`src/rtl/sig_change_monitor.sv`:
```
// Change-capture stage: records a timestamped snapshot on the first enabled cycle and
// a record on every change of sample_in, buffered in a FWFT FIFO. Optional macro SIG_CHG_MON_DROP_CNT_EN adds drop_count.
module sig_change_monitor #(
    parameter int W     = 3,
    parameter int TS_W  = 16,
    parameter int DEPTH = 4
) (
    input  logic            clk,
    input  logic            rst_n,
    input  logic            enable,
    input  logic [W-1:0]    sample_in,
    output logic            rec_valid,
    input  logic            rec_ready,
    output logic [TS_W-1:0] rec_ts,
    output logic [W-1:0]    rec_data,
    output logic            rec_first,
    output logic            fifo_full,
    output logic            drop_pulse
`ifdef SIG_CHG_MON_DROP_CNT_EN
    ,
    output logic [7:0]      drop_count
`endif
);
    localparam int AW = $clog2(DEPTH);
    localparam int RW = TS_W + W + 1;
    localparam logic [TS_W-1:0] TS_ONE = TS_W'(1);

    logic [TS_W-1:0] ts_q;
    logic [W-1:0]    prev_q;
    logic            arm_q;
    logic [AW:0]     wr_ptr_q, rd_ptr_q, wr_ptr_d, rd_ptr_d;
    logic [RW-1:0]   mem_q [DEPTH];
    logic [RW-1:0]   head_q, head_d, push_rec;
    logic            drop_pulse_q;
    logic            push, pop, fifo_empty, full_now, accept, drop;

    assign fifo_empty = (wr_ptr_q == rd_ptr_q);
    assign full_now   = (wr_ptr_q[AW] != rd_ptr_q[AW]) &&
                        (wr_ptr_q[AW-1:0] == rd_ptr_q[AW-1:0]);
    assign push       = enable && (arm_q || (sample_in != prev_q));
    assign pop        = !fifo_empty && rec_ready;
    // A pop on the same edge frees the slot, so a push into a full FIFO is only lost without one.
    assign accept     = push && (!full_now || pop);
    assign drop       = push && full_now && !pop;
    assign push_rec   = {ts_q, sample_in, arm_q};

    always_comb begin
        wr_ptr_d = wr_ptr_q + {{AW{1'b0}}, accept};
        rd_ptr_d = rd_ptr_q + {{AW{1'b0}}, pop};
        head_d   = head_q;
        // The head register holds its last value when the FIFO drains; when the new head
        // is the entry being written this edge it comes straight from push_rec.
        if (wr_ptr_d != rd_ptr_d) begin
            if (rd_ptr_d == wr_ptr_q) begin
                head_d = push_rec;
            end else begin
                head_d = mem_q[rd_ptr_d[AW-1:0]];
            end
        end
    end

    always_ff @(posedge clk or negedge rst_n) begin
        if (!rst_n) begin
            ts_q         <= '0;
            prev_q       <= '0;
            arm_q        <= 1'b1;
            wr_ptr_q     <= '0;
            rd_ptr_q     <= '0;
            head_q       <= '0;
            drop_pulse_q <= 1'b0;
        end else begin
            ts_q         <= ts_q + TS_ONE;
            if (enable) begin
                prev_q <= sample_in;
            end
            arm_q        <= !enable;
            wr_ptr_q     <= wr_ptr_d;
            rd_ptr_q     <= rd_ptr_d;
            head_q       <= head_d;
            drop_pulse_q <= drop;
        end
    end

    always_ff @(posedge clk) begin
        if (accept) begin
            mem_q[wr_ptr_q[AW-1:0]] <= push_rec;
        end
    end

`ifdef SIG_CHG_MON_DROP_CNT_EN
    logic [7:0] drop_cnt_q;

    always_ff @(posedge clk or negedge rst_n) begin
        if (!rst_n) begin
            drop_cnt_q <= '0;
        end else if (drop && (drop_cnt_q != 8'hFF)) begin
            drop_cnt_q <= drop_cnt_q + 8'd1;
        end
    end

    assign drop_count = drop_cnt_q;
`endif

    assign rec_valid  = !fifo_empty;
    assign fifo_full  = full_now;
    assign rec_ts     = head_q[RW-1 -: TS_W];
    assign rec_data   = head_q[W:1];
    assign rec_first  = head_q[0];
    assign drop_pulse = drop_pulse_q;

endmodule

```
`config.mk`:
```
export PLATFORM = sky130hd
export DESIGN_NAME = sig_change_monitor
export DESIGN_NICKNAME = d
export VERILOG_FILES = /design/src/rtl/sig_change_monitor.sv
export SDC_FILE = /design/constraint.sdc
export NUM_CORES = 1
export LEC_CHECK = 0
export ABC_AREA = 0
export BUFFER_PORTS_ARGS = -buffer_cell sky130_fd_sc_hd__buf_2
export CAP_MARGIN = 20
export CORE_MARGIN = 5
export CORE_UTILIZATION = 54
export CTS_CLUSTER_SIZE = 12
export DETAILED_ROUTE_END_ITERATION = 12
export PLACE_DENSITY_LB_ADDON = 0.08
export SLEW_MARGIN = 10
export SYNTH_ARGS = -nofsm -noshare
export SYNTH_HDL_FRONTEND = slang
export SYNTH_SLANG_ARGS = --single-unit
```
`constraint.sdc`:
```
create_clock -name clk -period 2.73 [get_ports clk]
set_input_delay 0.4095 -clock clk [delete_from_list [all_inputs] [get_ports clk]]
set_output_delay 0.4095 -clock clk [all_outputs]
set_load 0.005 [all_outputs]
```
==> impl_metrics.toml <==
[run_status]
outcome = "finished, violations left"
violations = "hold timing, setup timing"

[sta]
fmax_mhz = 356
min_period_ns = 2.81
final-hold-violation-count = 4
setup_tns_ns = -0.970
setup_violations = 20
rsz0062_at_grt = "yes"
setup_ws_ns = -0.0757
finalHoldWorstSlack_ns = -0.0131
worst_pin_slew_ns = 0.648
maxSlewViolCount = 0
max_slew_margin = 0.568
worst_clock_skew_ns = 0.00987
post-route-period-util = 1.03

[clock_network]
holdBufCountCts = 0
cts_buffer_depth = 2
htreeDepth = 4
ctsRootBufferMaster = "clkbuf_8"
cts_tree = "done"
path_clk_slew_ns = 0.07
clock_sinks = 127
clkLatencyLatePin_ns = 0.51
numCtsBuffers = 17

[detailed_routing]
wirelength_mm = 9.95
post-route-drc-count = 0
drt_pass1_iterations = 5
wl_per_cell_um = 20.2
viasPerCell = 5.34
dr.first_iter.drc_count = 90
ant_nets = 0
vias = 2628

[synthesis]
syn_inst = 269
synth.avg_cell_area_sq_um = 19.7
synth_ff_type = "edfxtp_1"
syn_area_sq_mm = 0.00531
synth.ff_latch_count = 127
yosysSeqAreaShare = 0.674
synth_common_cells = "edfxtp_1, dfrtp_1, mux2_4"
yosysTopAreaCell = "edfxtp_1"
ys_warn_count = 0
synth_cell_types = 29
synth.most_common_cell = "edfxtp_1"
ys_top_cells_by_area = "edfxtp_1, dfrtp_1, mux2_4, mux4_2, xor2_1"
async_reset_ff_frac = 0.370
synthesis.nets = 281
yosysTopAreaCellShare = 0.453
synth_edf_count = 80

[setup_path]
cp.buffers_inverters = 2
slowest_stage = "o41ai_2"
max_stage_delay_ns = 0.40
r2r-start = "prev_q[1]"
cp.arrival_ns = 3.20
worstRegToRegCells = 11
timing.rr.end = "head_q[2]"
critPathKind = "reg -> reg"
worstPathMaxFanout = 8
critPathTopFamily = "simple AND/OR/NAND/NOR gates"
cp-start-kind = "flip-flop"
rrSetupSlack_ns = -0.08
end_kind = "flip-flop"
path_cells = "xor2_1 > o41ai_2 > or2_4 > inv_2 > ha_4 > ha_4 > xor2_2 > xor2_1 > or3_4 > buf_12 > mux2_4"
worstPathRequired_ns = 3.12

[cells_and_area]
nets = 358
synthToLayoutAreaGrowth_pct = 24.0
layout-drive-gt1-share = 0.487
n_fill_cell = 644
diodes = 0

[pwr]
p_leak_uw = 0.00263
p_per_area_mw_per_mm2 = 1520
ir_worst_vdd_uv = 815

[floorplan]
die_h_um = 109
core_area_sq_mm = 0.00968
die-area_sq_mm = 0.0119
rows = 36
boundaryPins = 30
initial_core_util = 0.548
die_w_um = 109

[min_path]
hold_class = "in -> async"

[grt]
grt_max_degree = 48
grt_pass1_vias = 2820
antenna_found_initial = 0
grt.total_usage = 0.188
grt_overflow = 0
grt_pass1_wl_mm = 16.1

[placed_design]
hpwlAfterDp_mm = 5.76
gp_congestion = 0.752
pre_cts_ws_ns = -0.183
io_buffers = 29

[flow_run]
maxCapViolCount = 0
-- layer usage --
layer  global-route usage  wire (um)
met1                0.261       4490
met2                0.299       4980
met3               0.0373        344
met4               0.0649        135
met5                    0          0
-- layout by cell type (no fill, tap or decap), drive strengths merged, types with 2 or more instances in the layout --
cell type,synthesis,final
clkbuf,0,17
dfrtp,46,46
nand2,6,6
and3,3,3
clkinvlp,0,4
nor3b,3,3
buf,8,66
mux4,20,20
xnor2,8,8
nor2,5,5
nand3,5,5
clkinv,0,3
mux2,43,43
nand4,2,2
xor2,19,19
edfxtp,80,80
ha,5,5
nor3,5,5
inv,3,11
-- layout make-up --
cell class,count,area [sq um],share of cell area
clock buffer,17,414,0.0629
sequential,127,3580,0.544
inverter,3,11.3,0.00171
tap,133,166,0.0253
multi-input combinational,131,1730,0.263
timing repair buffer,66,551,0.0836
clock inverter,15,126,0.0192
-- how the worst max path moves through the flow --
| stage | from | end | slack (ns) | cells after the start |
|---|---|---|---|---|
| final | prev_q[1] | head_q[2] | -0.08 | 11 |
| after global routing | prev_q[1] | head_q[2] | -0.15 | 11 |
| after CTS | prev_q[1] | head_q[2] | -0.05 | 11 |
| after detailed placement | sample_in[1] | head_q[14] | -0.18 | 12 |
| after global placement | sample_in[1] | head_q[12] | -0.16 | 12 |
| after floorplan | wr_ptr_q[1] | head_q[0] | 0.008 | 11 |
-- repair_timing --
item	in CTS	in global routing
pin swaps	4	2
gates resized for setup	15	1
buffers inserted	4	2
endpoints found under the setup margin	20	20
gates cloned	2	0
-- power breakdown --
group | internal (uW) | switching, uW | total (uW) | leakage, uW
logic | 3260 | 1920 | 5180 | 0.00110
clock network | 1140 | 891 | 2030 | 0.000254
registers | 2590 | 181 | 2770 | 0.00128
total | 6990 | 2990 | 9990 | 0.00263
-- state kept, by name, summed over array words and instances, names as in the netlist --
register / count
drop_pulse: 1
wr_ptr_q: 3
arm_q: 1
mem_q: 80
head_q: 20
rd_ptr_q: 3
prev_q: 3
ts_q: 16
-- per-stage QoR --
stage                     instances   util  total power (uW)  cell area [sq um]
final                           492  0.680              9990               6580
after CTS                       492  0.682             10200               6610
after detailed placement        454  0.609              7620               5900
after global placement          454  0.609              7530               5900
after floorplan                 269      -              6480               5360
after global routing            492  0.680             10500               6580
-- cell families after synthesis --
kind of cell,after synthesis,synth area share
multiplexers,63,0.207
adder cells (fa/ha/maj),5,0.0118
flip-flops,127,0.674
AND/OR/NAND/NOR,34,0.0358
AO/OA/AOI/OAI,1,0.00165
buffers and inverters,11,0.0200
XOR/XNOR,28,0.0493
No activity file was read; power rests on OpenSTA's default activity.
